[config.mk]
export PLATFORM = sky130hd
export DESIGN_NAME = lt_int_seq
export DESIGN_NICKNAME = d
export VERILOG_FILES = /design/src/rtl/lt_seq_pkg.sv /design/src/rtl/subtractor_1bit_cmp.sv /design/src/rtl/lt_int_seq.sv
export SDC_FILE = /design/constraint.sdc
export NUM_CORES = 1
export LEC_CHECK = 0
export BUFFER_PORTS_ARGS = -buffer_cell sky130_fd_sc_hd__buf_2
export CORE_MARGIN = 2
export CORE_UTILIZATION = 39
export DETAILED_ROUTE_END_ITERATION = 7
export GPL_ROUTABILITY_DRIVEN = 0
export REMOVE_ABC_BUFFERS = 1
export SYNTH_ARGS = -nofsm -noshare
export SYNTH_HDL_FRONTEND = slang
export SYNTH_SLANG_ARGS = --single-unit
[constraint.sdc]
create_clock -name clk -period 1.7 [get_ports clk]
set_input_delay 0.085 -clock clk [delete_from_list [all_inputs] [get_ports clk]]
set_output_delay 0.085 -clock clk [all_outputs]
set_load 0.005 [all_outputs]
[src/rtl/lt_seq_pkg.sv]
// Shared definitions for bit-serial sequencers: FSM state encoding and the
// borrow-cell implementation selectors.
package lt_seq_pkg;

    // Sequencer states; the encodings are fixed so other bit-serial blocks
    // can decode them directly.
    typedef enum logic [1:0] {
        StIdle = 2'd0,
        StRun  = 2'd1,
        StDone = 2'd2
    } seq_state_e;

    // Borrow-cell implementation styles.
    localparam int unsigned ImplExpr = 0;  // sum-of-products equation
    localparam int unsigned ImplMux  = 1;  // a^b selects b or borrow_in

    // Bit-counter width for an operand of `width` bits (never below 1).
    function automatic int unsigned cnt_width(input int unsigned width);
        return (width > 1) ? $clog2(width) : 1;
    endfunction

endpackage

[src/rtl/subtractor_1bit_cmp.sv]
// One-bit borrow cell for a serial a - b comparison. Computes the borrow out
// of a single bit position given the incoming borrow.
module subtractor_1bit_cmp
    import lt_seq_pkg::*;
#(
    parameter int unsigned IMPL_TYPE = ImplExpr
) (
    input  logic a,
    input  logic b,
    input  logic borrow_in,
    output logic borrow_out
);

    if (IMPL_TYPE == ImplMux) begin : g_mux
        // Differing bits decide the borrow (it equals b); equal bits pass it on.
        always_comb begin
            borrow_out = (a ^ b) ? b : borrow_in;
        end
    end else begin : g_expr
        // Borrow equation: generate on ~a&b, propagate when bits are equal.
        always_comb begin
            borrow_out = (~a & b) | (~(a ^ b) & borrow_in);
        end
    end

endmodule

[src/rtl/lt_int_seq.sv]
// Bit-serial signed less-than comparator. Accepts an operand pair, walks the
// bits LSB first through a single borrow cell and reports Y = (A < B) signed.
// The sign bit is handled by swapping the cell inputs, which turns the
// unsigned borrow chain into a signed comparison.
module lt_int_seq
    import lt_seq_pkg::*;
#(
    parameter int unsigned WIDTH     = 8,
    parameter int unsigned IMPL_TYPE = 0
) (
    input  logic             clk,
    input  logic             rst_n,
    input  logic             in_valid,
    output logic             in_ready,
    input  logic [WIDTH-1:0] A,
    input  logic [WIDTH-1:0] B,
    output logic             out_valid,
    input  logic             out_ready,
    output logic             Y,
    output logic             busy
);

    localparam int unsigned CntW = cnt_width(WIDTH);
    localparam logic [CntW-1:0] LastBit = CntW'(WIDTH - 1);

    seq_state_e       state_q, state_d;
    logic [WIDTH-1:0] a_q, a_d;
    logic [WIDTH-1:0] b_q, b_d;
    logic             borrow_q, borrow_d;
    logic [CntW-1:0]  cnt_q, cnt_d;
    logic             y_q, y_d;

    logic is_sign;
    logic cell_a;
    logic cell_b;
    logic cell_borrow;

    // Feed the shared cell from the shift-register LSBs; swap them on the sign bit.
    always_comb begin
        is_sign = (cnt_q == LastBit);
        cell_a  = is_sign ? b_q[0] : a_q[0];
        cell_b  = is_sign ? a_q[0] : b_q[0];
    end

    subtractor_1bit_cmp #(
        .IMPL_TYPE (IMPL_TYPE)
    ) u_cell (
        .a          (cell_a),
        .b          (cell_b),
        .borrow_in  (borrow_q),
        .borrow_out (cell_borrow)
    );

    // Next-state logic: accept in IDLE, shift one bit per cycle in RUN, hold in DONE.
    always_comb begin
        state_d  = state_q;
        a_d      = a_q;
        b_d      = b_q;
        borrow_d = borrow_q;
        cnt_d    = cnt_q;
        y_d      = y_q;

        unique case (state_q)
            StIdle: begin
                if (in_valid) begin
                    a_d      = A;
                    b_d      = B;
                    borrow_d = 1'b0;
                    cnt_d    = '0;
                    state_d  = StRun;
                end
            end
            StRun: begin
                a_d      = {1'b0, a_q[WIDTH-1:1]};
                b_d      = {1'b0, b_q[WIDTH-1:1]};
                borrow_d = cell_borrow;
                if (is_sign) begin
                    // Counter stays on the last bit so it never wraps.
                    y_d     = cell_borrow;
                    state_d = StDone;
                end else begin
                    cnt_d = cnt_q + CntW'(1);
                end
            end
            StDone: begin
                if (out_ready) begin
                    state_d = StIdle;
                end
            end
            default: begin
                state_d = StIdle;
            end
        endcase
    end

    // State register with synchronous active-low reset.
    always_ff @(posedge clk) begin
        if (!rst_n) begin
            state_q  <= StIdle;
            a_q      <= '0;
            b_q      <= '0;
            borrow_q <= 1'b0;
            cnt_q    <= '0;
            y_q      <= 1'b0;
        end else begin
            state_q  <= state_d;
            a_q      <= a_d;
            b_q      <= b_d;
            borrow_q <= borrow_d;
            cnt_q    <= cnt_d;
            y_q      <= y_d;
        end
    end

    // Handshake and status outputs decode straight from the state register.
    always_comb begin
        in_ready  = (state_q == StIdle);
        out_valid = (state_q == StDone);
        busy      = (state_q != StIdle);
        Y         = y_q;
    end

endmodule

==> results of run 1 <==
## worst max-delay path, cell delays in order, from the launching register on
cell	delay, ps
dfxtp_1	350
ha_1	220
ha_1	220
and3_1	170
o32ai_1	370
o32ai_1	130
## kinds of logic (layout without fill, tap and decap cells)
family                   Yosys count  count (layout)  share of synthesized area, %
AND/OR/NAND/NOR                   63              63                          24.2
AO/OA/AOI/OAI                     28              28                          25.3
buffers and inverters             13              37                          7.09
adder cells (fa/ha/maj)            3               3                          3.27
flip-flops                        23              23                          40.1
## synth_stat cells
cell type   n  area [um2]
nand2_1    31         116
dfxtp_1    23         460
nor2_1     19        71.3
a311oi_2    9         135
a311oi_1    5        43.8
a21oi_1     4        20.0
inv_1       4        15.0
a22oi_1     3        22.5
buf_6       3        33.8
ha_1        3        37.5
nand3b_1    3        22.5
buf_2       2        10.0
buf_4       2        15.0
nand2b_1    2        12.5
nor2b_1     2        12.5
nor3b_1     2        15.0
o32ai_1     2        17.5
a21bo_2     1        10.0
and2b_1     1        7.51
and3_1      1        6.26
buf_1       1        3.75
clkbuf_1    1        3.75
nor3_1      1        5.00
o211ai_1    1        7.51
o21ba_2     1        10.0
o21bai_1    1        7.51
o41ai_2     1        16.3
or3b_2      1        8.76
## layout make-up
cell class,instances,area [um2]
clock buffer,3,22.5
fill,278,1460
tap,31,38.8
multi-input combinational,94,606
sequential,23,460
timing repair buffer,29,173
inverter,4,15.0
clock inverter,1,5.00
## state kept, by name, indices dropped and copies added, names as in the netlist
name	cells
Y	1
a_q	8
b_q	8
borrow_q	1
cnt_q	3
state_q	2
## layer usage
metal	vias to the layer above	global-route usage (%)
met4	0	4.98
met1	477	18.8
met3	2	2.01
met2	14	24.0
li1	504	-
met5	-	0
## stage by stage
step / instances / total power [mW]
final: 185 / 1.06
after global routing: 185 / 1.12
after CTS: 185 / 1.08
after detailed placement: 181 / 0.823
after global placement: 181 / 0.814
after floorplan: 121 / 0.742
## power by group
| group | internal, mW | total (mW) | switching (mW) |
|---|---|---|---|
| clock | 0.0877 | 0.253 | 0.165 |
| combinational | 0.0965 | 0.204 | 0.107 |
| sequential | 0.579 | 0.604 | 0.0251 |
## path summary, 6_finish.rpt
kind                                from        to  slack [ps]
worst min-delay path                A[7]    a_q[7]          10
worst min register to register    b_q[1]    b_q[0]         480
worst max-delay path            cnt_q[0]  borrow_q         130
worst max register to register  cnt_q[0]  borrow_q         130
==> impl_metrics.csv, run 1 <==
group,metric,value,unit
status,outcome,"finished clean",
detailed_routing,wl_met1,1100,um
detailed_routing,routed.top_layer,"met4",
placement,place_ws,130,ps
placement,dpl_cell_area,1290,um2
min_path,hold_class,"primary input to flop",
placement,portBuffers,23,
sta,tightest_slew,463,ps
layout,final_cell_mix,"31 x nand2_1, 23 x dfxtp_1, 23 x buf_2",
layout,fin_nets,178,
die,die-width,58.2,um
sta,fin_crit,1570,ps
synth,yosysUniqueCellTypes,28,
die,die_h,58.2,um
detailed_routing,routed-wl-met2,1080,um
cts,cts_sinks,23,
critical_path,reg2regPathDepth,5,
layout,antenna_cells,0,
detailed_routing,drt-pass1-iter-count,4,
layout,layout_commonest_cell,"nand2_1",
detailed_routing,wl_per_cell,12.3,um
detailed_routing,drc,0,
critical_path,critPathKind,"flop to flop",
global_routing,grt_pass1_vias,933,
global_routing,grt.total_usage,14.3,%
min_path,min_path_cells,3,
pwr,ir_worst_vdd,448,uV
pwr,p_per_area,803,nW/um2
synth,yosysWarningCount,0,
detailed_routing,vias,997,
die,initial_utilization,41.3,%
cts,numCtsBuffers,3,
critical_path,required,1890,ps
die,core,2780,um2
global_routing,grt_max_degree,30,
pwr,leakage,0.574,nW
critical_path,critPathMaxFanout,4,
placement,dp_hpwl,1650,um
detailed_routing,drt_iter0_drc,28,
critical_path,end_kind,"flop",
detailed_routing,met3_length,78,um
global_routing,grt-ovfl-total,0,
synth,syn-instance-count,130,
synth,yosysSeqAreaShare,40.1,%
cts,htreeDepth,1,
cts,cts_hold_buf,0,
cts,clk_pin_slew,120,ps
detailed_routing,ant_nets,0,
layout,fin_area,1320,um2
layout,final_core_util,47.5,%
synth,syn_area,1150,um2
synth,ys_ff_latch,23,
sta,clock_skew,5.59,ps
layout,drive_above_1_share,29.9,%
detailed_routing,postRouteWirelength,2270,um
cts,cts_buffer_depth,2,
global_routing,grt_pass1_wl,3860,um
flow_run,cap_violations,0,
sta,rsz0062_at_grt,"false",
global_routing,antenna_found_initial,0,
sta,finalCritPeriodShare,92.6,%
layout,syn2layout_area_growth,15.0,%
synth,synth.avg_cell_area,8.83,um2
sta,finalHoldViolations,0,
critical_path,startpoint_type,"flop",
cts,cts-resized-gates,0,
cts,clk_latency,310,ps
sta,setup_viol,0,
sta,final-max-slew-violation-count,0,
sta,whs,13.1,ps
die,die_area,3390,um2
detailed_routing,viasPerCell,5.39,
sta,fmax,0.635,GHz
die,fp-row-count,19,
critical_path,crit_arrival,1760,ps
sta,max_slew_margin,69.1,%
sta,worst_slack,125,ps
die,ios,24,
sta,tns,0,ps
cts,post_cts_buffers,0,
cts,cts_tree,"built",
cts,cts_root_buf,"clkbuf_4",
No activity file was read; power rests on OpenSTA's default activity.
==> run 2: changes to the inputs <==
--- a/config.mk
+++ b/config.mk
@@ -5,6 +5,7 @@
 export SDC_FILE = /design/constraint.sdc
 export NUM_CORES = 1
 export LEC_CHECK = 0
+export ABC_AREA = 1
 export BUFFER_PORTS_ARGS = -buffer_cell sky130_fd_sc_hd__buf_2
 export CORE_MARGIN = 2
 export CORE_UTILIZATION = 39
==> run 2 against run 1 <==
Clock power down 2%. Global-route usage up 0.58 points. Register-to-register slack better by 210 ps. Design area unchanged. Clock skew down 3.2 ps. Count of clock-buffer cells in the layout up 1. Non-clock buffer count down 2. Utilization unchanged. Critical path type unchanged. Critical endpoint is now cnt_q[1]. Largest power group unchanged. Highest routed layer unchanged.
==> impl_metrics.csv, run 2 <==
group,metric,value,unit
sta,fmax,0.734,GHz
critical_path,crit_chain,"ha_1 > ha_1 > nor2_1 > inv_1 > nand3_1 > a21oi_1",
sta,rsz0062_at_grt,"false",
layout,layout_commonest_cell,"nand2_1",
synth,yosys.area.top_type,"dfxtp_1",
synth,synthTopCellsByArea,"dfxtp_1 40%, nand2_1 26%, a21oi_1 9.9%",
detailed_routing,drt_iter0_drc,51,
global_routing,antenna_found_initial,0,
critical_path,critPathKind,"flop to flop",
placement,dpl.cell_count,225,
synth,synthArstFlopShare,0,%
min_path,hold_class,"primary input to flop",
layout,final_cell_mix,"79 x nand2_1, 23 x dfxtp_1, 23 x a21oi_1, 23 x buf_2, 13 x o21ai_0",
cts,numCtsBuffers,3,
synth,synth.avg_cell_area,6.62,um2
sta,fin_crit,1360,ps
critical_path,reg2regPathDepth,6,
cts,cts_buffer_depth,2,
cts,cts_tree,"built",
global_routing,grt-ovfl-total,0,
detailed_routing,drt-pass1-iter-count,4,
synth,ys_top_cells_by_count,"79 x nand2_1, 23 x a21oi_1, 23 x dfxtp_1",
global_routing,grt.total_usage,14.9,%
synth,synth-adder-area-share,3.24,%
synth,syn-instance-count,175,
synth,yosys.area_share.xor_xnor,0,%
layout,fin_area,1320,um2
cts,htreeDepth,1,
global_routing,met1_usage,17.0,%
cts,cts_sinks,23,
synth,syn_area,1160,um2
global_routing,grtUsageMet3,1.98,%
cts,cts_root_buf,"clkbuf_4",
critical_path,critPathMaxFanout,4,
synth,synth_top_family_by_area,"simple AND/OR/NAND/NOR gates",
critical_path,r2r_start,"cnt_q[0]",
layout,drive_above_1_share,18.2,%
critical_path,cpPeakStageDelay,340,ps
critical_path,cp_common_cell,"ha_1",
die,ios,24,
critical_path,startpoint_type,"flop",
detailed_routing,postRouteWirelength,2420,um
sta,clock_skew,2.42,ps
sta,setup_viol,0,
synth,ys_ff_latch,23,
die,fp-row-count,19,
die,die_h,58.5,um
pwr,p_per_area,789,nW/um2
synth,synthMuxAreaShare,0,%
sta,finalHoldViolations,0,
pwr,leakage,0.631,nW
sta,max_slew_margin,71.8,%
layout,fin_nets,222,
cts,clk_latency,300,ps
placement,dpl_cell_area,1290,um2
global_routing,grt_max_degree,19,
pwr,ir_worst_vdd,524,uV
detailed_routing,viasPerCell,4.87,
flow_run,cap_violations,0,
critical_path,r2r_end,"cnt_q[1]",
placement,dp_hpwl,1780,um
die,core,2780,um2
critical_path,slowest_stage,"dfxtp_1",
critical_path,end_kind,"flop",
critical_path,reg2reg_slack,340,ps
global_routing,grt_pass1_vias,1008,
layout,antenna_cells,0,
sta,tns,0,ps
status,outcome,"finished clean",
synth,synth_top_area_share,39.7,%
min_path,hp-start,"A[7]",
placement,portBuffers,23,
global_routing,use_met2,27.3,%
layout,finalNonFillerCells,229,
cts,clk_pin_slew,120,ps
critical_path,required,1900,ps
min_path,min_path_cells,3,
detailed_routing,vias,1115,
synth,yosysWarningCount,0,
synth,synthMostInstantiatedCell,"nand2_1",
layout,syn2layout_area_growth,13.9,%
global_routing,grt_busiest_layer,"met2",
synth,synth_ff_type,"dfxtp_1",
critical_path,crit_arrival,1560,ps
global_routing,grt_pass1_wl,4000,um
synth,yosysUniqueCellTypes,16,
synth,synth_compound_area_share,16.8,%
die,die-width,58.5,um
synth,synth_edf_count,0,
cts,cts_hold_buf,0,
layout,top_regs,"a_q x8, b_q x8, cnt_q x3",
cts,cts-resized-gates,0,
sta,final-max-slew-violation-count,0,
synth,synth-simple-area-share,31.4,%
sta,finalCritPeriodShare,80.1,%
layout,final_core_util,47.5,%
cts,post_cts_buffers,0,
detailed_routing,ant_nets,0,
detailed_routing,drc,0,
min_path,min_to,"a_q[7]",
sta,tightest_slew,422,ps
synth,yosysSeqAreaShare,39.7,%
die,initial_utilization,41.7,%
die,die_area,3420,um2
detailed_routing,wl_per_cell,10.6,um
-- run 2: cell count changes in the layout (fill, tap and decap cells not counted), sizes merged, moves of 3 or more --
| cell | delta |
|---|---|
| nand3 | +3 |
| nor2 | -14 |
| a21oi | +19 |
| inv | +10 |
| nand2 | +49 |
| a22oi | -3 |
| o21ai | +16 |
| a311oi | -14 |
| nand3b | -3 |
-- run 2: worst max-delay path, delay by kind of cell (launching register included) --
kind | cells | cell delay [ps]
fa+ha+maj | 2 | 430
flops | 1 | 340
buf+inv | 1 | 120
simple gates | 2 | 310
compound gates | 1 | 60
-- run 2: area by class of cell --
cell class              count  area [um2]
fillers                   291        1460
inverters                  14        52.6
clock buffers               4        26.3
well taps                  31        38.8
repair buffers             27         145
multi-input cells         130         597
flip-flops and latches     23         460
-- run 2: kinds of logic after synthesis --
group,after synthesis
AOI/OAI and AO/OA,39
adders and majority gates,3
buffers and inverters,22
DFF,23
and+or+nand+nor,88
-- run 2: metrics by stage --
stage | setup slack, ps | total power, mW | hold WS [ps]
floorplan | 450 | 0.734 | 223
global placement | 387 | 0.801 | 343
detailed placement | 356 | 0.809 | 350
CTS | 325 | 1.06 | 6.79
global route | 187 | 1.11 | 24.6
finish | 338 | 1.04 | 14.4
-- run 2: where the power goes --
part | switching (mW) | leakage [nW] | total, mW | internal [mW]
Combinational | 0.122 | 0.427 | 0.200 | 0.0781
Sequential | 0.0208 | 0.188 | 0.595 | 0.574
Clock | 0.155 | 0.0150 | 0.247 | 0.0915
Total | 0.298 | 0.631 | 1.04 | 0.744
-- run 2: worst max path at each step --
stage,start,endpoint,slack (ps),cells past startpoint
5_1_grt,state_q[0],a_q[0],190,7
6_report,cnt_q[0],cnt_q[1],340,6
4_1_cts,state_q[0],a_q[0],320,7
3_5_place_dp,state_q[0],a_q[0],360,7
2_1_floorplan,state_q[0],Y,450,5
3_3_place_gp,state_q[1],a_q[1],390,7
-- run 2: routing by layer --
metal	part of all wire, %	wire length [um]	up-vias
li1	-	-	599
met5	0	0	-
met2	49	1180	19
met3	3.9	95	2
met4	0.66	16	0
met1	47	1130	495
==> run 3: changes to the inputs <==
==> constraint.sdc (replaced) <==
create_clock -name clk -period 1.3 [get_ports clk]
set_input_delay 0.065 -clock clk [delete_from_list [all_inputs] [get_ports clk]]
set_output_delay 0.065 -clock clk [all_outputs]
set_load 0.005 [all_outputs]
==> run 3 against run 2 <==
Maximum frequency up 9.5%. Clock skew increased by 11 ps. Hold slack improved by 59 ps. Via count up 1.9%. Critical path type unchanged. Register-to-register slack got worse by 280 ps. Power up 38%. Sequential share of layout area shrank 3.2 points.
==> impl_metrics.csv, run 3 (synthesis results as in run 2) <==
group,metric,value,unit
global_routing,grt_pass1_wl,4380,um
global_routing,grt_max_degree,29,
layout,regArea,468,um2
die,initial_utilization,41.7,%
cts,clk_pin_slew,140,ps
global_routing,grtUsageMet3,1.98,%
pwr,p_per_area,973,nW/um2
critical_path,startpoint_type,"flop",
sta,setup_viol,0,
die,core,2780,um2
sta,tightest_slew,335,ps
critical_path,crit_chain,"ha_4 > ha_4 > nor2_2 > inv_1 > nand3_1 > a21oi_1",
critical_path,crit_arrival,1470,ps
detailed_routing,ant_nets,0,
critical_path,critPathKind,"flop to flop",
layout,multi_input_area,652,um2
critical_path,r2r_end,"cnt_q[1]",
critical_path,crit_family,"flip-flops",
critical_path,cpPeakStageDelay,380,ps
sta,fmax,0.804,GHz
detailed_routing,drc,0,
sta,clock_skew,13.4,ps
status,outcome,"finished clean",
critical_path,cp_common_cell,"ha_4",
min_path,hold_class,"primary input to flop",
sta,tns,0,ps
cts,clk_latency,320,ps
sta,fin_crit,1240,ps
sta,whs,73.0,ps
cts,cts_sinks,23,
die,ios,24,
cts,cts_buffer_depth,2,
layout,layout_commonest_cell,"nand2_1",
sta,rsz0062_at_grt,"true",
sta,final-max-slew-violation-count,0,
global_routing,use_met2,25.4,%
die,fp-row-count,19,
critical_path,reg2reg_slack,60,ps
placement,place_ws,-16.2,ps
critical_path,reg2regPathDepth,6,
critical_path,crit_buf_inv,1,
critical_path,slowest_stage,"dfxtp_4",
global_routing,met1_usage,22.2,%
placement,portBuffers,23,
detailed_routing,wl_per_cell,10.4,um
layout,top_regs,"a_q x8, b_q x8, cnt_q x3",
placement,dp_hpwl,1620,um
critical_path,end_kind,"flop",
sta,worst_slack,56.6,ps
layout,fin_area,1480,um2
layout,antenna_cells,0,
sta,finalCritPeriodShare,95.6,%
global_routing,antenna_found_initial,0,
flow_run,cap_violations,0,
sta,finalHoldViolations,0,
layout,fillCellCount,291,
global_routing,grt_pass1_vias,1040,
detailed_routing,viasPerCell,4.79,
min_path,min_to,"b_q[6]",
min_path,min_path_cells,5,
cts,htreeDepth,1,
min_path,hp-start,"B[6]",
die,die_area,3420,um2
detailed_routing,postRouteWirelength,2470,um
critical_path,required,1530,ps
detailed_routing,drt-pass1-iter-count,4,
pwr,ir_worst_vdd,722,uV
layout,drive_above_1_share,26.7,%
pwr,leakage,0.672,nW
layout,fin_nets,230,
sta,max_slew_margin,77.7,%
cts,numCtsBuffers,3,
detailed_routing,drt_iter0_drc,31,
layout,syn2layout_area_growth,27.6,%
layout,final_core_util,53.2,%
die,die-width,58.5,um
placement,dpl_cell_area,1330,um2
cts,cts_root_buf,"clkbuf_4",
critical_path,r2r_start,"cnt_q[0]",
global_routing,grt_busiest_layer,"met2",
cts,cts_tree,"built",
detailed_routing,vias,1136,
global_routing,grt.total_usage,16.2,%
critical_path,critPathMaxFanout,4,
die,die_h,58.5,um
global_routing,grt-ovfl-total,0,
layout,final_cell_mix,"76 x nand2_1, 23 x buf_2, 22 x a21oi_1",
-- run 3: changes by cell type in the layout (fill, tap and decap cells not counted), sizes merged --
cell and change:
buf +4, clkbuf -1, clkinv +1, dlygate4sd3 +4
-- run 3: per-layer routing --
layer  vias up  share of wire (%)  wire length, um
met5         -                  0                0
li1        615                  -                -
met2        17                 47             1160
met3         4                2.9               71
met4         0                1.3               31
met1       500                 49             1200
-- run 3: what timing repair did --
item	in CTS	in global routing
pin swaps	0	7
resized for setup	1	18
buffers inserted	0	2
endpoints found under the setup margin	3	18
hold buffers	4	0
hold endpoints to repair	4	0
-- run 3: how the worst max path moves through the flow --
stage / startpoint / endpoint / slack [ps] / depth (start not counted)
floorplan: state_q[0] / Y / 50 / 5
CTS: cnt_q[0] / Y / 4 / 9
global route: cnt_q[0] / borrow_q / -30 / 9
global placement: cnt_q[0] / cnt_q[1] / 50 / 6
finish: cnt_q[0] / cnt_q[1] / 60 / 6
detailed placement: cnt_q[0] / cnt_q[1] / -20 / 6
-- run 3: cell type report --
class	instances	share of cell area, %
clock inverters	1	0.338
flip-flops and latches	23	31.6
repair buffers	35	16.2
multi-input cells	130	44.1
well taps	31	2.62
inverters	14	3.55
clock buffers	3	1.52
-- run 3: power by group --
part,switching [mW],leakage (nW),internal [mW]
Sequential,0.0278,0.190,0.752
Combinational,0.170,0.464,0.143
Clock,0.230,0.0177,0.115
Total,0.429,0.672,1.01
-- run 3: tightest hold or removal path: cells and delay by family --
kind	cells	cell delay, ps
AOI/OAI and AO/OA	2	120
buffers and inverters	1	90
and+or+nand+nor	2	90
-- run 3: through the flow --
stage	total power [mW]	cells
floorplan	0.960	167
global placement	1.08	227
detailed placement	1.08	227
CTS	1.44	235
global route	1.53	237
finish	1.44	237
